`config.mk`:
```
export PLATFORM = sky130hd
export DESIGN_NAME = alu_multicycle_flat
export DESIGN_NICKNAME = d
export VERILOG_FILES = /design/src/rtl/alu_multicycle_if.sv /design/src/rtl/alu_multicycle.sv /design/src/flat_wrapper.sv
export SDC_FILE = /design/constraint.sdc
export NUM_CORES = 1
export LEC_CHECK = 0
export CORE_MARGIN = 3
export CORE_UTILIZATION = 55
export DETAILED_ROUTE_END_ITERATION = 12
export PLACE_DENSITY = 0.75
export SYNTH_ARGS = -nofsm -noshare
export SYNTH_HDL_FRONTEND = slang
export SYNTH_SLANG_ARGS = --single-unit
```
`constraint.sdc`:
```
create_clock -name clk -period 4.34 [get_ports clk]
set_input_delay 1.302 -clock clk [delete_from_list [all_inputs] [get_ports clk]]
set_output_delay 1.302 -clock clk [all_outputs]
set_load 0.05 [all_outputs]
```
`src/rtl/alu_multicycle_if.sv`:
```
// Request/response bus of the multi-cycle ALU.
//
// Handshake: a request moves when in_valid && in_ready are both high at a
// rising clk edge; a result moves when out_valid && out_ready are both high
// at a rising edge. A producer holds its payload stable while valid is high
// and not yet accepted; valid never depends combinationally on ready.
interface alu_multicycle_if #(
   parameter int WIDTH = 32
);
   logic [WIDTH-1:0] SrcA;
   logic [WIDTH-1:0] SrcB;
   logic [2:0]       ALUControl;
   logic             in_valid;
   logic             in_ready;
   logic [WIDTH-1:0] ALUResult;
   logic [3:0]       ALUFlags;
   logic             out_valid;
   logic             out_ready;

   // Requester / result consumer side.
   modport master (
      output SrcA, SrcB, ALUControl, in_valid, out_ready,
      input  in_ready, ALUResult, ALUFlags, out_valid
   );

   // ALU side.
   modport slave (
      input  SrcA, SrcB, ALUControl, in_valid, out_ready,
      output in_ready, ALUResult, ALUFlags, out_valid
   );
endinterface

```
`src/rtl/alu_multicycle.sv`:
```
// Multi-cycle ALU: single-cycle ADD/SUB/logic/shift ops, WIDTH-cycle
// shift-add multiplier. Results and {N,Z,C,V} flags are registered and held
// until the consumer takes them; one operation in flight at a time.
module alu_multicycle #(
   parameter int WIDTH = 32
) (
   input  logic            clk,
   input  logic            rst_n,
   alu_multicycle_if.slave bus,
   output logic [1:0]      state_dbg
);
   typedef enum logic [1:0] {
      IDLE = 2'd0,
      BUSY = 2'd1,
      DONE = 2'd2
   } state_t;

   localparam logic [2:0] OP_ADD = 3'b000;
   localparam logic [2:0] OP_SUB = 3'b001;
   localparam logic [2:0] OP_AND = 3'b010;
   localparam logic [2:0] OP_ORR = 3'b011;
   localparam logic [2:0] OP_EOR = 3'b100;
   localparam logic [2:0] OP_LSL = 3'b101;
   localparam logic [2:0] OP_LSR = 3'b110;
   localparam logic [2:0] OP_MUL = 3'b111;
   localparam int CW = $clog2(WIDTH);
   localparam logic [WIDTH:0] ONE_EXT = (WIDTH+1)'(1);

   state_t state, state_nxt;
   logic             ready_en;
   logic             accept;
   logic             mul_last;
   logic [WIDTH-1:0] result_q;
   logic [3:0]       flags_q;
   logic [WIDTH-1:0] mul_acc, mul_mcand, mul_mplier, mul_acc_step;
   logic [CW-1:0]    mul_cnt;
   logic [WIDTH-1:0] alu_res;
   logic             alu_c, alu_v;
   logic [WIDTH:0]   add_ext, sub_ext, lsl_ext, lsr_ext;
   logic [7:0]       shamt;

   // ready_en keeps in_ready low until the first edge after reset release.
   assign bus.in_ready  = (state == IDLE) && ready_en;
   assign bus.out_valid = (state == DONE);
   assign bus.ALUResult = result_q;
   assign bus.ALUFlags  = flags_q;
   assign state_dbg     = state;

   assign accept       = bus.in_valid && bus.in_ready;
   assign mul_last     = (mul_cnt == CW'(WIDTH - 1));
   assign mul_acc_step = mul_mplier[0] ? (mul_acc + mul_mcand) : mul_acc;
   assign shamt        = bus.SrcB[7:0];

   // Single-cycle datapath; evaluated on the live inputs, sampled at acceptance.
   // The extra bit on each shift captures the last bit shifted out; shifts of
   // zero or beyond WIDTH+1 naturally leave that bit at zero.
   always_comb begin
      add_ext = {1'b0, bus.SrcA} + {1'b0, bus.SrcB};
      sub_ext = {1'b0, bus.SrcA} + {1'b0, ~bus.SrcB} + ONE_EXT;
      lsl_ext = {1'b0, bus.SrcA} << shamt;
      lsr_ext = {bus.SrcA, 1'b0} >> shamt;
      alu_res = '0;
      alu_c   = 1'b0;
      alu_v   = 1'b0;
      case (bus.ALUControl)
         OP_ADD: begin
            alu_res = add_ext[WIDTH-1:0];
            alu_c   = add_ext[WIDTH];
            alu_v   = (bus.SrcA[WIDTH-1] == bus.SrcB[WIDTH-1]) &&
                      (add_ext[WIDTH-1] != bus.SrcA[WIDTH-1]);
         end
         OP_SUB: begin
            alu_res = sub_ext[WIDTH-1:0];
            alu_c   = sub_ext[WIDTH];
            alu_v   = (bus.SrcA[WIDTH-1] != bus.SrcB[WIDTH-1]) &&
                      (sub_ext[WIDTH-1] != bus.SrcA[WIDTH-1]);
         end
         OP_AND: alu_res = bus.SrcA & bus.SrcB;
         OP_ORR: alu_res = bus.SrcA | bus.SrcB;
         OP_EOR: alu_res = bus.SrcA ^ bus.SrcB;
         OP_LSL: begin
            alu_res = lsl_ext[WIDTH-1:0];
            alu_c   = lsl_ext[WIDTH];
         end
         OP_LSR: begin
            alu_res = lsr_ext[WIDTH:1];
            alu_c   = lsr_ext[0];
         end
         default: alu_res = '0;
      endcase
   end

   // State register and post-reset ready enable.
   always_ff @(posedge clk or negedge rst_n) begin
      if (!rst_n) begin
         state    <= IDLE;
         ready_en <= 1'b0;
      end else begin
         state    <= state_nxt;
         ready_en <= 1'b1;
      end
   end

   // Next-state logic: MUL takes the BUSY path, everything else goes straight to DONE.
   always_comb begin
      state_nxt = state;
      case (state)
         IDLE: if (accept) state_nxt = (bus.ALUControl == OP_MUL) ? BUSY : DONE;
         BUSY: if (mul_last) state_nxt = DONE;
         DONE: if (bus.out_ready) state_nxt = IDLE;
         default: state_nxt = IDLE;
      endcase
   end

   // Result/flag registers and multiplier; outputs load only on entry to DONE.
   always_ff @(posedge clk or negedge rst_n) begin
      if (!rst_n) begin
         result_q   <= '0;
         flags_q    <= 4'b0000;
         mul_acc    <= '0;
         mul_mcand  <= '0;
         mul_mplier <= '0;
         mul_cnt    <= '0;
      end else begin
         case (state)
            IDLE: begin
               if (accept) begin
                  if (bus.ALUControl == OP_MUL) begin
                     mul_acc    <= '0;
                     mul_mcand  <= bus.SrcA;
                     mul_mplier <= bus.SrcB;
                     mul_cnt    <= '0;
                  end else begin
                     result_q <= alu_res;
                     flags_q  <= {alu_res[WIDTH-1], (alu_res == '0), alu_c, alu_v};
                  end
               end
            end
            BUSY: begin
               // Last iteration is folded straight into the result register.
               if (mul_last) begin
                  result_q <= mul_acc_step;
                  flags_q  <= {mul_acc_step[WIDTH-1], (mul_acc_step == '0), 2'b00};
               end
               mul_acc    <= mul_acc_step;
               mul_mcand  <= mul_mcand << 1;
               mul_mplier <= mul_mplier >> 1;
               mul_cnt    <= mul_cnt + CW'(1);
            end
            default: ;
         endcase
      end
   end
endmodule

```
`src/flat_wrapper.sv`:
```
// flat-port wrapper written by rule: the top's interface ports become plain ports
module alu_multicycle_flat 
#(
   parameter int WIDTH = 32
)
  (clk, rst_n, state_dbg, bus_SrcA, bus_SrcB, bus_ALUControl, bus_in_valid, bus_out_ready, bus_in_ready, bus_ALUResult, bus_ALUFlags, bus_out_valid);
  alu_multicycle_if #(.WIDTH(WIDTH)) bus_i ();
  input  logic clk;
  input  logic rst_n;
  output logic [1:0] state_dbg;
  input wire logic [$bits(bus_i.SrcA)-1:0] bus_SrcA;
  input wire logic [$bits(bus_i.SrcB)-1:0] bus_SrcB;
  input wire logic [$bits(bus_i.ALUControl)-1:0] bus_ALUControl;
  input wire logic [$bits(bus_i.in_valid)-1:0] bus_in_valid;
  input wire logic [$bits(bus_i.out_ready)-1:0] bus_out_ready;
  output wire logic [$bits(bus_i.in_ready)-1:0] bus_in_ready;
  output wire logic [$bits(bus_i.ALUResult)-1:0] bus_ALUResult;
  output wire logic [$bits(bus_i.ALUFlags)-1:0] bus_ALUFlags;
  output wire logic [$bits(bus_i.out_valid)-1:0] bus_out_valid;
  assign bus_i.SrcA = bus_SrcA;
  assign bus_i.SrcB = bus_SrcB;
  assign bus_i.ALUControl = bus_ALUControl;
  assign bus_i.in_valid = bus_in_valid;
  assign bus_i.out_ready = bus_out_ready;
  assign bus_in_ready = bus_i.in_ready;
  assign bus_ALUResult = bus_i.ALUResult;
  assign bus_ALUFlags = bus_i.ALUFlags;
  assign bus_out_valid = bus_i.out_valid;
  alu_multicycle #(.WIDTH(WIDTH)) u_core (.clk(clk), .rst_n(rst_n), .bus(bus_i), .state_dbg(state_dbg));
endmodule
```
Word level (Yosys, flattened, before mapping)
Index checks and enable logic that the tools add are counted.
{ "op_classes": {"n_addsub": 5, "mul": 0, "div_mod_pow": 0, "order_cmp": 0, "n_eq_ne": 19, "shift": 2, "mux": 29, "n_bitwise": 4, "reduce_logical": 12} }
{ "op_table": {"columns": ["op", "n"], "rows": [
  ["2-to-1 mux 32 bit", 10],
  ["case mux 32 bit (2 select lines)", 4],
  ["case mux 32 bit (7 select lines)", 1],
  ["adder 32 x 32 -> 33 bit", 2],
  ["zero test 32 bit", 2],
  ["adder 33 x 1 -> 33 bit, second input constant", 1],
  ["left shift 32 x 8 -> 33 bit", 1],
  ["right shift 33 x 8 -> 33 bit", 1],
  ["adder 32 bit", 1],
  ["AND 32 bit", 1],
  ["NOT 32 bit", 1],
  ["bitwise OR 32 bit", 1],
  ["XOR 32 bit", 1],
  ["equality test 3 bit, second input constant", 4],
  ["2-to-1 mux 4 bit", 3],
  ["2-to-1 mux 5 bit", 2],
  ["case mux 5 bit (2 select lines)", 1],
  ["2-to-1 mux 2 bit", 4],
  ["case mux 4 bit (2 select lines)", 1],
  ["equality test 3 x 2 -> 1 bit, second input constant", 2],
  ["!= test 2 bit, second input constant", 3],
  ["case mux 2 bit (3 select lines)", 1],
  ["AND reduction 3 bit", 2],
  ["adder 5 x 1 -> 5 bit, second input constant", 1],
  ["other kinds (14)", 20]
]} }
{ "word_totals": {"regBits": 140, "latchBits": 0, "ramBits": 0, "romBits": 0, "inputBits": 71, "out_inout_bits": 40, "wordCells": 79, "mem_count": 0} }

Depth between registers and ports, before layout
Gate-level depths: netlist of the first run.
{ "logic_depth": {"depth_word": 9, "mapped_depth": 18, "mapped_depth_nobuf": 16} }

Worst setup path after synthesis of the first run
No wires, ideal clock.
{ "synth_timing": {"path_type": "input -> register", "start": "in bus_SrcB[2]", "end": "reg u_core.flags_q[2] (netlist: u_core.bus.ALUFlags[2])", "t_arrival_ps": 5076, "slack_ps": -800, "stages": 17, "n_path_buf": 3, "path_cell_list": "clkbuf_1 -> inv_1 -> clkbuf_1 -> clkbuf_1 -> ha_1 -> inv_1 -> o21bai_1 -> a21oi_2 -> o41ai_2 -> a21oi_2 -> o41ai_2 -> nor2_1 -> o32ai_1 -> nand2_1 -> or4_1 -> o31ai_1 -> a21o_1"} }
{ "synth_between": {"elab_chain_len": 8, "word_cells_on_any_way": 14, "cone_classes": "add/sub (3); shift (2); mux (4); bitwise (4); reduce/logical (1)"} }
{ "synth_rtl": {"columns": ["element", "line", "rtl"], "rows": [
  ["from (decl)", "flat_wrapper.sv:12", "input wire logic [$bits(bus_i.SrcB)-1:0] bus_SrcB;"],
  ["NOT 32 bit", "alu_multicycle.sv:59", "sub_ext = {1'b0, bus.SrcA} + {1'b0, ~bus.SrcB} + ONE_EXT;"],
  ["adder 32 x 32 -> 33 bit", "alu_multicycle.sv:59", null],
  ["adder 33 x 1 -> 33 bit", "alu_multicycle.sv:59", null],
  ["case mux 32 bit (7 select lines) *", "alu_multicycle.sv:65", "case (bus.ALUControl)"],
  ["zero test 32 bit *", "alu_multicycle.sv:135", "flags_q <= {alu_res[WIDTH-1], (alu_res == '0), alu_c, alu_v};"],
  ["2-to-1 mux 4 bit *", "alu_multicycle.sv:128", "if (bus.ALUControl == OP_MUL) begin"],
  ["2-to-1 mux 4 bit *", "alu_multicycle.sv:127", "if (accept) begin"],
  ["case mux 4 bit (2 select lines) *", "alu_multicycle.sv:125", "case (state)"],
  ["to (signal assigned)", "alu_multicycle.sv:135", null],
  ["to (signal assigned)", "alu_multicycle.sv:143", "flags_q <= {mul_acc_step[WIDTH-1], (mul_acc_step == '0), 2'b00};"],
  ["to (decl)", "alu_multicycle.sv:34", "logic [3:0] flags_q;"]
]} }
Mark *: on every way between the ends. The rest lies on a longest branch, timed or not. The select of a mux whose other input is x is not followed.
A chain may end at the register's enable or synchronous reset.

Final worst setup path of the first run
{ "layout_timing": {"start": "in bus_SrcB[7]", "end": "reg u_core.flags_q[2] (netlist: u_core.bus.ALUFlags[2])"} }
The elaborated chain is that of the path after synthesis.

==> flow_summary.json, run 1 <==
{
  "status": "finished with violations",
  "violations": "negative setup slack",
  "cts_buffers": 17,
  "setup_viol": 2,
  "antenna_found_initial": 4,
  "post-route-util": 0.807,
  "row_count": 64,
  "boundaryPins": 111,
  "fin_nets": 3168,
  "final_cell_mix": "646 x buf_4, 315 x nand2_1, 235 x nor2_1",
  "synth_edf_count": 0,
  "power_density_nw_per_um2": 445,
  "leakage_nw": 11.4,
  "ys.flop_type": "dfrtp_1",
  "cp_slowest_cell": "a21oi_1",
  "drc_errors": 0,
  "clock_sinks": 139,
  "routed_wirelength_mm": 87.7,
  "final_layout_size_suffix_gt1_frac": 0.318,
  "finalMaxSlewViolations": 0,
  "first_iter_violations": 3883,
  "fin_setup_tns_ps": -144,
  "ir_drop_uv": 439,
  "fin_skew_ps": 13.5,
  "postCtsHoldBufs": 0,
  "design_area_um2": 24800,
  "rsz0062_at_grt": "yes",
  "vias_per_cell": 6.95,
  "synth_area_um2": 17200,
  "cts_tree": "done",
  "worst-path-buf-inv": 7,
  "finalPower_mw": 11.0,
  "firstDrtPassIters": 6,
  "grt_pass1_vias": 22700,
  "max_freq_ghz": 0.225,
  "dpl.hpwl_mm": 66.6,
  "fin_crit_sh": 1.03,
  "start_kind": "input port",
  "initial_core_util": 0.560,
  "cpPeakStageDelay_ps": 460,
  "syn2layout_area_growth_pct": 44.3,
  "synth_seq_cells": 139,
  "worstPathMaxFanout": 8,
  "synth_largest_area_cell": "dfrtp_1",
  "hold_viol": 0,
  "h-tree-depth": 4,
  "yosysWarnings": 0,
  "worstPathRequired_ps": 4680,
  "grt_max_degree": 180,
  "core_um2": 30700,
  "placed_cell_area_um2": 23200,
  "hold_path.class": "reg -> reg",
  "max-cap-violations": 0,
  "arrival_ps": 4790,
  "crit_chain": "dlygate4sd2_1 -> buf_6 -> buf_6 -> buf_4 -> or2_2 -> buf_4 -> nor2_2 -> buf_12 -> nand3_1 -> a21oi_1 -> a21oi_1 -> a21oi_1 -> a211oi_1 -> buf_4 -> nand4_1 -> nor3_1 -> nand4_1 -> o31ai_1 -> a21o_1",
  "critPathKind": "in -> reg",
  "path_clk_slew_ps": 60,
  "syn_nets": 2538,
  "tightestPinTransition_ps": 931,
  "relSlewSlack": 0.376,
  "grt_overflow_total": 0,
  "endpoint_kind": "register",
  "seq_area_frac_synth": 0.203,
  "wl_per_cell_um": 26.0,
  "grt_pass1_wl_mm": 131,
  "clock_latency_ps": 440,
  "die_height_um": 183,
  "ant_nets": 0,
  "period_needed_ps": 4450,
  "vias": 23400,
  "syn_area_per_cell_um2": 7.35,
  "final_common_cell": "buf_4",
  "dp_slack_ps": -1120,
  "syn_inst": 2335,
  "antenna_cells": 0,
  "portBuffers": 110,
  "cp_top_family": "buffers and inverters",
  "gp_congestion": 1.16,
  "ys_async_sr_fraction": 1.00,
  "grt_usage": 0.507,
  "synth.area.top_cells": "dfrtp_1 20%, ha_1 9.4%, nand2_1 7.0%, nor2_1 5.3%, a21oi_1 4.9%",
  "whs_ps": 476,
  "synthDistinctLibCells": 94,
  "cts-root-buf": "clkbuf_16",
  "placed_cells": 3307,
  "fp.dieW_um": 183,
  "instances_no_fill": 3373,
  "cts.path.max_buffers": 2,
  "worst_slack_ps": -111,
  "synth.top_cell.area_share": 0.203,
  "die-area_um2": 33400
}
## worst reg2reg max path: stages (launching register included)
cell	delay (ps)
dfrtp_1	420
ha_1	250
fa_1	440
a211oi_1	340
nor2_1	140
a31oi_1	330
a21oi_1	240
nor2b_1	200
xnor2_1	80
mux2i_1	470
nand4_1	160
nor4_1	290
buf_4	180
nand4_1	140
nor4_1	360
a21o_1	170
## report_power, final
part | total (mW) | switching [mW] | internal, mW
sequential | 2.34 | 0.498 | 1.84
clock | 1.53 | 0.621 | 0.905
combinational | 7.16 | 4.25 | 2.91
total | 11.0 | 5.37 | 5.65
## routing by layer
layer  GRT usage  share of wire  vias up
met5           0        0.00031        -
met1       0.610           0.34    10900
met2       0.789           0.43     2093
met4       0.365          0.094        4
li1            -              -     9856
met3       0.129           0.13      631
## synthesized netlist by cell type, types with 9 or more instances
library cell	instances
o31ai_1	17
a22o_1	11
o21bai_1	12
nand2b_1	24
mux4_2	23
o211ai_1	36
dfrtp_1	139
o22ai_1	20
buf_2	17
a21oi_1	168
or2_2	12
nor4_1	21
nand2_1	318
xor2_1	17
mux2_2	32
a21o_1	34
a221oi_1	29
nor2_1	241
a211oi_1	25
clkbuf_1	141
o21a_1	12
and3_1	14
nor3_1	40
o21ai_0	156
a31oi_1	94
o221ai_1	14
mux2i_1	59
nand4_1	29
buf_1	11
a22oi_1	26
ha_1	129
nand3_1	76
a31o_2	9
inv_1	101
xnor2_1	28
or3_1	9
nor2b_1	20
## registers in the layout, indices dropped and copies added (netlist names)
name                  count
u_core.mul_mplier        32
u_core.mul_cnt            5
u_core.mul_acc           32
u_core.state_dbg          2
u_core.ready_en           1
u_core.bus.ALUResult     32
u_core.bus.ALUFlags       3
u_core.mul_mcand         32
## cells by family (layout without fill, tap and decap cells)
group	after synthesis	in the layout	share of synthesized area
compound gates	774	774	0.300
xor+xnor	45	45	0.0230
fa+ha+maj	132	132	0.0975
buf+inv	281	923	0.0647
flops	139	139	0.203
mux	116	116	0.0886
other cells	1	1	0.000218
simple gates	847	847	0.223
## final cells by class
cell class / count / area (um2)
Multi-Input combinational cell: 1915 / 13400
Fill cell: 2087 / 5900
Inverter: 104 / 398
Timing Repair Buffer: 788 / 6350
Tap cell: 396 / 495
Clock buffer: 18 / 429
Clock inverter: 13 / 166
Sequential cell: 139 / 3480
## worst paths after layout
check	from	to	slack, ps	depth (start not counted)
max	bus_SrcB[7]	u_core.bus.ALUFlags[2]	-110	19
min	u_core.bus.ALUResult[22]	u_core.bus.ALUResult[22]	480	1
max reg2reg	u_core.mul_mcand[0]	u_core.bus.ALUFlags[2]	70	15
min reg2reg	u_core.bus.ALUResult[22]	u_core.bus.ALUResult[22]	480	1
max in group asynchronous	rst_n	u_core.mul_acc[19]	2610	2
min in group asynchronous	rst_n	u_core.mul_cnt[3]	900	1
## what timing repair did
item / CTS / global route
resized for setup: 194 / 50
setup buffers: 27 / 8
endpoints found under the setup margin: 14 / 8
pin swaps: 51 / 25
Power figures use the tool's default switching activity.
==> run 2, diff against run 1 <==
--- a/config.mk
+++ b/config.mk
@@ -5,6 +5,7 @@
 export SDC_FILE = /design/constraint.sdc
 export NUM_CORES = 1
 export LEC_CHECK = 0
+export ABC_AREA = 0
 export CORE_MARGIN = 3
 export CORE_UTILIZATION = 55
 export DETAILED_ROUTE_END_ITERATION = 12
==> results of run 2 <==
No change in the layout: final DEF, timing and power equal those of run 1.
